$ cat src/rtl/addsub_sched.sv
// addsub_sched: round-robin scheduler sharing one pipelined add/sub datapath
// among N_REQ requesters. Issued operations are tracked by a tag pipeline so
// each result is routed back to its owner in issue order. A flush request
// stops issuing and drains the datapath, ending with a one-cycle flush_done.
// Optional feature: define ADDSUB_SCHED_STATS_EN to build saturating
// per-requester grant counters on stat_grants (constant 0 otherwise).
`timescale 1ns/1ps

module addsub_sched #(
  parameter int N_REQ  = 4,
  parameter int IN_WL  = 15,
  parameter int OUT_WL = 16,
  parameter int DP_LAT = 2
) (
  input  logic                    clk,
  input  logic                    rstb,
  input  logic [N_REQ-1:0]        req_valid,
  output logic [N_REQ-1:0]        req_ready,
  input  logic [N_REQ*IN_WL-1:0]  req_a,
  input  logic [N_REQ*IN_WL-1:0]  req_b,
  input  logic [N_REQ-1:0]        req_add_nsub,
  output logic [IN_WL-1:0]        dp_a,
  output logic [IN_WL-1:0]        dp_b,
  output logic                    dp_add_nsub,
  input  logic [OUT_WL-1:0]       dp_r,
  output logic [N_REQ-1:0]        rsp_valid,
  output logic [OUT_WL-1:0]       rsp_data,
  input  logic                    flush_req,
  output logic                    flush_done,
  output logic                    busy,
  output logic [N_REQ*16-1:0]     stat_grants
);

  localparam int IDX_W = (N_REQ > 1) ? $clog2(N_REQ) : 1;

  typedef enum logic [1:0] {RUN, DRAIN, DONE} state_t;

  state_t                       state_q, state_d;
  logic                         drained_q, drained_d;
  logic [IDX_W-1:0]             ptr_q, ptr_d;
  logic [DP_LAT:0]              tag_v_q, tag_v_d;
  logic [DP_LAT:0][IDX_W-1:0]   tag_idx_q, tag_idx_d;
  logic [IN_WL-1:0]             dp_a_q, dp_a_d, dp_b_q, dp_b_d;
  logic                         dp_op_q, dp_op_d;
  logic [N_REQ-1:0]             rsp_valid_q, rsp_valid_d;
  logic [OUT_WL-1:0]            rsp_data_q, rsp_data_d;

  logic                         grant_found;
  logic [IDX_W-1:0]             grant_idx;
  logic [IDX_W:0]               cand_sum;
  logic [IDX_W-1:0]             cand_idx;
  logic                         transfer;
  logic [IN_WL-1:0]             sel_a, sel_b;
  logic                         sel_op;

  // Round-robin search starting at ptr, wrapping modulo N_REQ.
  always_comb begin
    grant_found = 1'b0;
    grant_idx   = '0;
    cand_sum    = '0;
    cand_idx    = '0;
    for (int k = 0; k < N_REQ; k++) begin
      cand_sum = {1'b0, ptr_q} + (IDX_W+1)'(k);
      if (cand_sum >= (IDX_W+1)'(N_REQ))
        cand_sum = cand_sum - (IDX_W+1)'(N_REQ);
      cand_idx = cand_sum[IDX_W-1:0];
      if (!grant_found && req_valid[cand_idx]) begin
        grant_found = 1'b1;
        grant_idx   = cand_idx;
      end
    end
  end

  // One-hot grant, only while running and never during reset.
  generate
    for (genvar gi = 0; gi < N_REQ; gi++) begin : g_ready
      assign req_ready[gi] = rstb && (state_q == RUN) && grant_found &&
                             (grant_idx == IDX_W'(gi));
    end
  endgenerate

  assign transfer = |(req_valid & req_ready);

  // Select the granted requester's operands with constant-index slices.
  always_comb begin
    sel_a  = '0;
    sel_b  = '0;
    sel_op = 1'b0;
    for (int i = 0; i < N_REQ; i++) begin
      if (grant_idx == IDX_W'(i)) begin
        sel_a  = req_a[i*IN_WL +: IN_WL];
        sel_b  = req_b[i*IN_WL +: IN_WL];
        sel_op = req_add_nsub[i];
      end
    end
  end

  // Datapath operand registers, pointer advance, tag shift and response capture.
  always_comb begin
    dp_a_d    = transfer ? sel_a  : dp_a_q;
    dp_b_d    = transfer ? sel_b  : dp_b_q;
    dp_op_d   = transfer ? sel_op : dp_op_q;
    ptr_d     = ptr_q;
    if (transfer)
      ptr_d = (grant_idx == IDX_W'(N_REQ-1)) ? '0 : grant_idx + IDX_W'(1);
    tag_v_d   = {tag_v_q[DP_LAT-1:0], transfer};
    tag_idx_d = {tag_idx_q[DP_LAT-1:0], grant_idx};
    for (int i = 0; i < N_REQ; i++)
      rsp_valid_d[i] = tag_v_q[DP_LAT] && (tag_idx_q[DP_LAT] == IDX_W'(i));
    rsp_data_d = tag_v_q[DP_LAT] ? dp_r : rsp_data_q;
  end

  assign busy = |tag_v_q;

  // Flush FSM; drained_q remembers a completed drain while flush_req stays high.
  always_comb begin
    state_d   = state_q;
    drained_d = drained_q;
    case (state_q)
      RUN: begin
        drained_d = 1'b0;
        if (flush_req) state_d = DRAIN;
      end
      DRAIN: begin
        if (!busy && (!drained_q || !flush_req)) state_d = DONE;
      end
      DONE: begin
        if (flush_req) begin
          state_d   = DRAIN;
          drained_d = 1'b1;
        end else begin
          state_d   = RUN;
          drained_d = 1'b0;
        end
      end
      default: state_d = RUN;
    endcase
  end

  // State registers with synchronous active-low reset.
  always_ff @(posedge clk) begin
    if (!rstb) begin
      state_q     <= RUN;
      drained_q   <= 1'b0;
      ptr_q       <= '0;
      tag_v_q     <= '0;
      tag_idx_q   <= '0;
      dp_a_q      <= '0;
      dp_b_q      <= '0;
      dp_op_q     <= 1'b0;
      rsp_valid_q <= '0;
      rsp_data_q  <= '0;
    end else begin
      state_q     <= state_d;
      drained_q   <= drained_d;
      ptr_q       <= ptr_d;
      tag_v_q     <= tag_v_d;
      tag_idx_q   <= tag_idx_d;
      dp_a_q      <= dp_a_d;
      dp_b_q      <= dp_b_d;
      dp_op_q     <= dp_op_d;
      rsp_valid_q <= rsp_valid_d;
      rsp_data_q  <= rsp_data_d;
    end
  end

  assign dp_a        = dp_a_q;
  assign dp_b        = dp_b_q;
  assign dp_add_nsub = dp_op_q;
  assign rsp_valid   = rsp_valid_q;
  assign rsp_data    = rsp_data_q;
  assign flush_done  = (state_q == DONE);

`ifdef ADDSUB_SCHED_STATS_EN
  generate
    for (genvar gi = 0; gi < N_REQ; gi++) begin : g_stat
      logic [15:0] cnt_q, cnt_d;

      // Saturating count of this requester's transfers.
      always_comb begin
        cnt_d = cnt_q;
        if (req_valid[gi] && req_ready[gi] && (cnt_q != 16'hFFFF))
          cnt_d = cnt_q + 16'd1;
      end

      // Counter register, cleared only by reset.
      always_ff @(posedge clk) begin
        if (!rstb) cnt_q <= '0;
        else       cnt_q <= cnt_d;
      end

      assign stat_grants[gi*16 +: 16] = cnt_q;
    end
  endgenerate
`else
  assign stat_grants = '0;
`endif

endmodule

$ cat config.mk
export PLATFORM = sky130hd
export DESIGN_NAME = addsub_sched
export DESIGN_NICKNAME = d
export VERILOG_FILES = /design/src/rtl/addsub_sched.sv
export SDC_FILE = /design/constraint.sdc
export NUM_CORES = 1
export LEC_CHECK = 0
export ABC_AREA = 1
export CORE_MARGIN = 5
export CORE_UTILIZATION = 32
export CTS_BUF_LIST = sky130_fd_sc_hd__clkbuf_8
export CTS_CLUSTER_SIZE = 30
export DETAILED_ROUTE_END_ITERATION = 16
export GPL_TIMING_DRIVEN = 0
export PLACE_DENSITY = 0.76
export REMOVE_ABC_BUFFERS = 1
export SLEW_MARGIN = 10
export SYNTH_ARGS = -nofsm -noshare
export SYNTH_HDL_FRONTEND = slang
export SYNTH_SLANG_ARGS = --single-unit
export TNS_END_PERCENT = 1
$ cat constraint.sdc
create_clock -name clk -period 3 [get_ports clk]
set_input_delay 0.6 -clock clk [delete_from_list [all_inputs] [get_ports clk]]
set_output_delay 0.6 -clock clk [all_outputs]
set_load 0.05 [all_outputs]
# Word-level counts from Yosys, hierarchy flattened
# Index checks and enable logic that the tools add are counted.
# W data, S select, Z words.
[op_classes]
n_bitwise = 1
muxes = 39
n_addsub = 8
reduce_logical = 28
eq_ne = 10
magnitude_cmp = 8
[ops]
columns = ["cell", "count"]
rows = [
  ["$mux W15", 8],
  ["$mux W2", 11],
  ["$logic_and A1 B1 Y1", 14],
  ["$mux W1", 14],
  ["$lt A2 B3 Y1 const B", 4],
  ["$eq A2 B2 Y1 const B", 5],
  ["$ge A3 B3 Y1 const B", 3],
  ["$bmux W1 S2", 4],
  ["$sub A2 B1 Y2 const B", 4],
  ["$add A2 B2 Y3 const B", 2],
  ["$eq A2 B1 Y1 const B", 3],
  ["$logic_not A1 Y1", 6],
  ["$logic_not A2 Y1", 3],
  ["$pmux W2 S3", 1],
  ["$and A4 B4 Y4", 1],
  ["$ne A2 B2 Y1 const B", 2],
  ["$reduce_or A4 Y1", 1],
  ["$add A2 B1 Y3 const B", 1],
  ["$ge A2 B3 Y1 const B", 1],
  ["$reduce_or A3 Y1", 1],
  ["$add A2 B1 Y2 const B", 1],
  ["$pmux W1 S2", 1],
  ["$reduce_and A2 Y1", 1],
  ["$reduce_bool A2 Y1", 1],
  ["$logic_or A1 B1 Y1", 1],
]
[totals]
input_bits = 147
elab_cells = 106
reg_bits = 65
out_inout_bits = 121

# Longest topological paths before layout
# Gate-level depths: netlist (run 1).
[depth]
ltp_word = 19
ltp_mapped = 22
depth_no_buf = 18

# Worst setup path after synthesis (run 1)
# No wires, ideal clock.
[synth_timing]
kind = "input to output"
from = "input port req_valid[3]"
to = "output port req_ready[0]"
n_path_buf = 2
slack_ns = -0.453
required_time_ns = 2.400
arrival_time_ns = 2.853
cell_stages = 12
path_cell_list = "inv_1 nand2_1 nand3_1 nand2_2 nor2_8 nand3b_1 o21ai_0 ha_1 clkbuf_1 clkbuf_1 inv_1 nor2_1"
[synth_via]
elab_chain_len = 14
word_cells_on_any_way = 25
classes_between = "mux (16); reduce/logical (9)"
[synth_rtl]
columns = ["element", "line_no", "source"]
rows = [
  ["start, declared", "17", "input logic [N_REQ-1:0] req_valid,"],
  ["$bmux W1 S2", "67", "if (!grant_found && req_valid[cand_idx]) begin"],
  ["$mux W1 (implied by the code)", "67", ""],
  ["$mux W1", "67", ""],
  ["$logic_not A1 Y1", "67", ""],
  ["$logic_and A1 B1 Y1", "67", ""],
  ["$mux W1", "67", ""],
  ["$logic_not A1 Y1", "67", ""],
  ["$logic_and A1 B1 Y1", "67", ""],
  ["$mux W1", "67", ""],
  ["$logic_not A1 Y1", "67", ""],
  ["$logic_and A1 B1 Y1", "67", ""],
  ["$mux W2 / $mux W1 (equally long branches)", "67", ""],
  ["$logic_not A2 Y1 / $logic_and A1 B1 Y1 (equally long branches)", "78, 77", ""],
  ["$logic_and A1 B1 Y1 (*)", "77", "assign req_ready[gi] = rstb && (state_q == RUN) && grant_found &&"],
  ["end, declared", "18", "output logic [N_REQ-1:0] req_ready,"],
]
# Every way passes the cells marked *; elsewhere a longest branch is shown, timed or not. The select of a mux whose other input is x is not followed.

# Final worst setup path (run 1)
[layout_timing]
from = "register ptr_q[0]"
to = "output port req_ready[2]"
[layout_via]
elab_chain_len = 16
word_cells_on_any_way = 40
classes_between = "add/sub (7); order compare (4); eq/ne (1); mux (20); reduce/logical (8)"
[layout_rtl]
columns = ["element", "line_no", "source"]
rows = [
  ["start, declared", "40", "logic [IDX_W-1:0] ptr_q, ptr_d;"],
  ["start signal, assigned", "156", "ptr_q <= ptr_d;"],
  ["branches (longest 13 deep; another with $add A2 B1 Y3)", "--", ""],
  ["$mux W2 (*)", "67", ""],
  ["named net grant_idx[1]", "49", "logic [IDX_W-1:0] grant_idx;"],
  ["$eq A2 B2 Y1 (*)", "78", "(grant_idx == IDX_W'(gi));"],
  ["$logic_and A1 B1 Y1 (*)", "77", ""],
]
# Mark *: on every way through the listed nets, which the timed path passes. The select of a mux whose other input is x is not followed.

==> results of run 1 <==
## flip-flops by register name (all words and copies together), names as in the netlist, 2 cells and up
signal	cells
tag_idx_d	4
dp_a	15
tag_idx_q	2
tag_v_q	3
dp_b	15
rsp_data	16
state_q	2
ptr_q	2
rsp_valid	4
## logic make-up (layout without fill, tap and decap cells)
| kind of cell | after synthesis | in the layout | share of synthesized area [%] |
|---|---|---|---|
| AO/OA/AOI/OAI | 117 | 117 | 13.93 |
| adder cells (fa/ha/maj) | 4 | 4 | 1.191 |
| flip-flops | 65 | 65 | 30.96 |
| other | 1 | 64 | 0.08923 |
| AND/OR/NAND/NOR | 330 | 331 | 32.30 |
| buffers and inverters | 162 | 310 | 21.52 |
## worst paths after layout
check                       to  slack (ns)  cells past startpoint
setup / recovery  req_ready[2]       -0.16                     11
hold / removal    tag_idx_d[5]        0.42                      2
setup reg to reg       dp_b[2]           0                     21
hold reg to reg   tag_idx_d[5]        0.42                      2
## metrics by stage
stage               cell area [sq um]  utilization, %  std cells
floorplan                        3747               -        636
global placement                 5995           46.93       1011
detailed placement               6072           47.54       1014
CTS                              6625           51.87       1053
global route                     6843           53.57       1063
finish                           6843           53.57       1063
## area by class of cell
class	instances	area [sq um]	share of cell area, %
clock buffer	9	123.9	1.810
clock inverter	7	118.9	1.737
inverter	56	231.5	3.383
multi-input combinational	516	2436	35.60
sequential	65	1310	19.14
tap	172	215.2	3.145
timing repair buffer	236	2392	34.96
timing repair inverter	2	15.01	0.2194
## metal layers
metal	routed length, um	part of all wire [%]	vias to the layer above	track usage (%)
met5	0	0	-	0
met4	367	2.2	0	6.383
met3	1189	7.0	27	4.202
met2	8342	49	206	34.26
met1	7039	42	2191	25.04
li1	-	-	2419	-
## critical path: stages (launching register included)
cell        delay (ns)
dfxtp_4           0.43
buf_6             0.15
o21ai_1           0.08
o21ai_2           0.24
nand3b_1          0.21
nand4_1           0.20
o21ai_4           0.11
inv_2             0.12
ha_4              0.18
clkinvlp_4        0.15
nor2_2            0.15
buf_6             0.17
## power by group
part	total [mW]	switching (mW)	internal, mW	leakage (nW)
Clock	0.934	0.381	0.553	0.121
Combinational	7.12	4.58	2.54	2.48
Sequential	1.23	0.130	1.10	0.533
## synthesized netlist by cell type, types with 2 or more instances
cell / count / area share, %
nor3_1: 5 / 0.60
nand4_1: 6 / 0.89
inv_2: 2 / 0.18
ha_1: 4 / 1.2
dfxtp_1: 65 / 31
clkbuf_1: 31 / 2.8
nand3_1: 35 / 4.2
nor2_1: 108 / 9.6
inv_1: 52 / 4.6
buf_1: 3 / 0.27
buf_4: 64 / 11
buf_6: 7 / 1.9
o21ai_0: 81 / 9.6
nand2_1: 165 / 15
a21oi_1: 35 / 4.2
nand2_2: 5 / 0.74
## timing repair
item | CTS | global route
resized for setup | 61 | 47
pin swaps | 10 | 17
endpoints found under the hold margin | 0 | 0
endpoints found under the setup margin | 39 | 37
buffers inserted | 20 | 9
gates cloned | 3 | 1
==> metrics.txt, run 1 <==
Async S/R FF share, synth=0%; die area=approximately 16,000 sq um; Post-Syn Area=between 4000 and 5000 sq um; global route overflow=0; EDFF count, synth=0; sequential cell area fraction in the yosys report=around 31%; vias in the first global route=4,416; Avg Inst Size Synth=6.190 sq um; final setup vio count=4; layout overhead on the synthesized area=62.82%; WL/cell=15.93 um; total global-route track usage=about a fifth; CP Launch Type=register; most common cell after layout, fill and taps aside=clkdlybuf4s50_1; Clock Tree Buf Depth=2; Clock Latency Late Sink=0.36 ns; outcome=finished, violations left; Synth warnings=0; worst-case headroom to the max-slew limit=62.10%; HP Class=register to register; FP Rows=41; Final Hold Viols=0; # diodes=0; dpl ws=-2.358 ns; HP Start=tag_idx_d[3]; Max Cap Viol=0; # IOs=~270; CTS H-tree lvls=3; Final Cycle Share=105.4%; WP data arrival=2.56 ns; initial DRC count=288; Crit. End Element=output pin; first-pass GRT wire length=between 20,000 and 25,000 um; post-synth cell types=27; CTS root buf=clkbuf_8; failing checks=negative setup slack; Cell Pwr Density=1356 nW/um^2; Post-Syn Instances=679; CTS tree=done; # fillers=1,226; largest net degree at the start of global routing=43; post-route DRC violation count=0; Leak Pwr=3.129 nW; most frequent cells in the layout=194 x clkdlybuf4s50_1, 152 x nand2_1, 105 x nor2_1; Clock transition at path regs=0.08 ns; share of layout cells above drive strength 1=11.67%; CTS Hold Bufs=0; reg2reg start=ptr_q[0]; minimum clock period=about 3.2 ns; Pre-antenna DRT Iters=5; final hold slack=0.4187 ns; HPWL after detailed placement=approximately 10,000 um; total chip power=9.281 mW; peak supply drop=0.8141 mV; port bufs=203; Crit Path Class=register to output pin; Die Ht=124.6 um; Slew Limit Fails=0; core box area=12,770 sq um; top fanout value on the critical path=6; Main synth FF type=dfxtp_1; vias per std cell=4.556; nets@finish=just over 1,000; Req. time, crit path=about 2.4 ns; Initial Util=between 30 and 40%; fmax=0.3164 GHz; Critical path origin=ptr_q[0]; worst setup slack after layout=-0.1608 ns; Setup Skew=0.008820 ns; clk sink count=65; gp weighted congestion=0.8374; Least-Margin Pin Slew=0.5642 ns; CTS Buf Count=9; Die W=124.6 um; Fin Setup TNS=-0.2132 ns; routed vias=4,843; antenna-violating nets left=0; initial antenna violation count=0; WL final=around 17,000 um; RSZ-0062 raised after global routing=yes; Synth Register Bits=65
(Power assumes the default switching activity.)
==> inputs of run 2 (changes only) <==
CTS_CLUSTER_SIZE = default   (was 30)
==> results of run 2 <==
The final DEF is identical to that of run 1; final timing and power are the same.
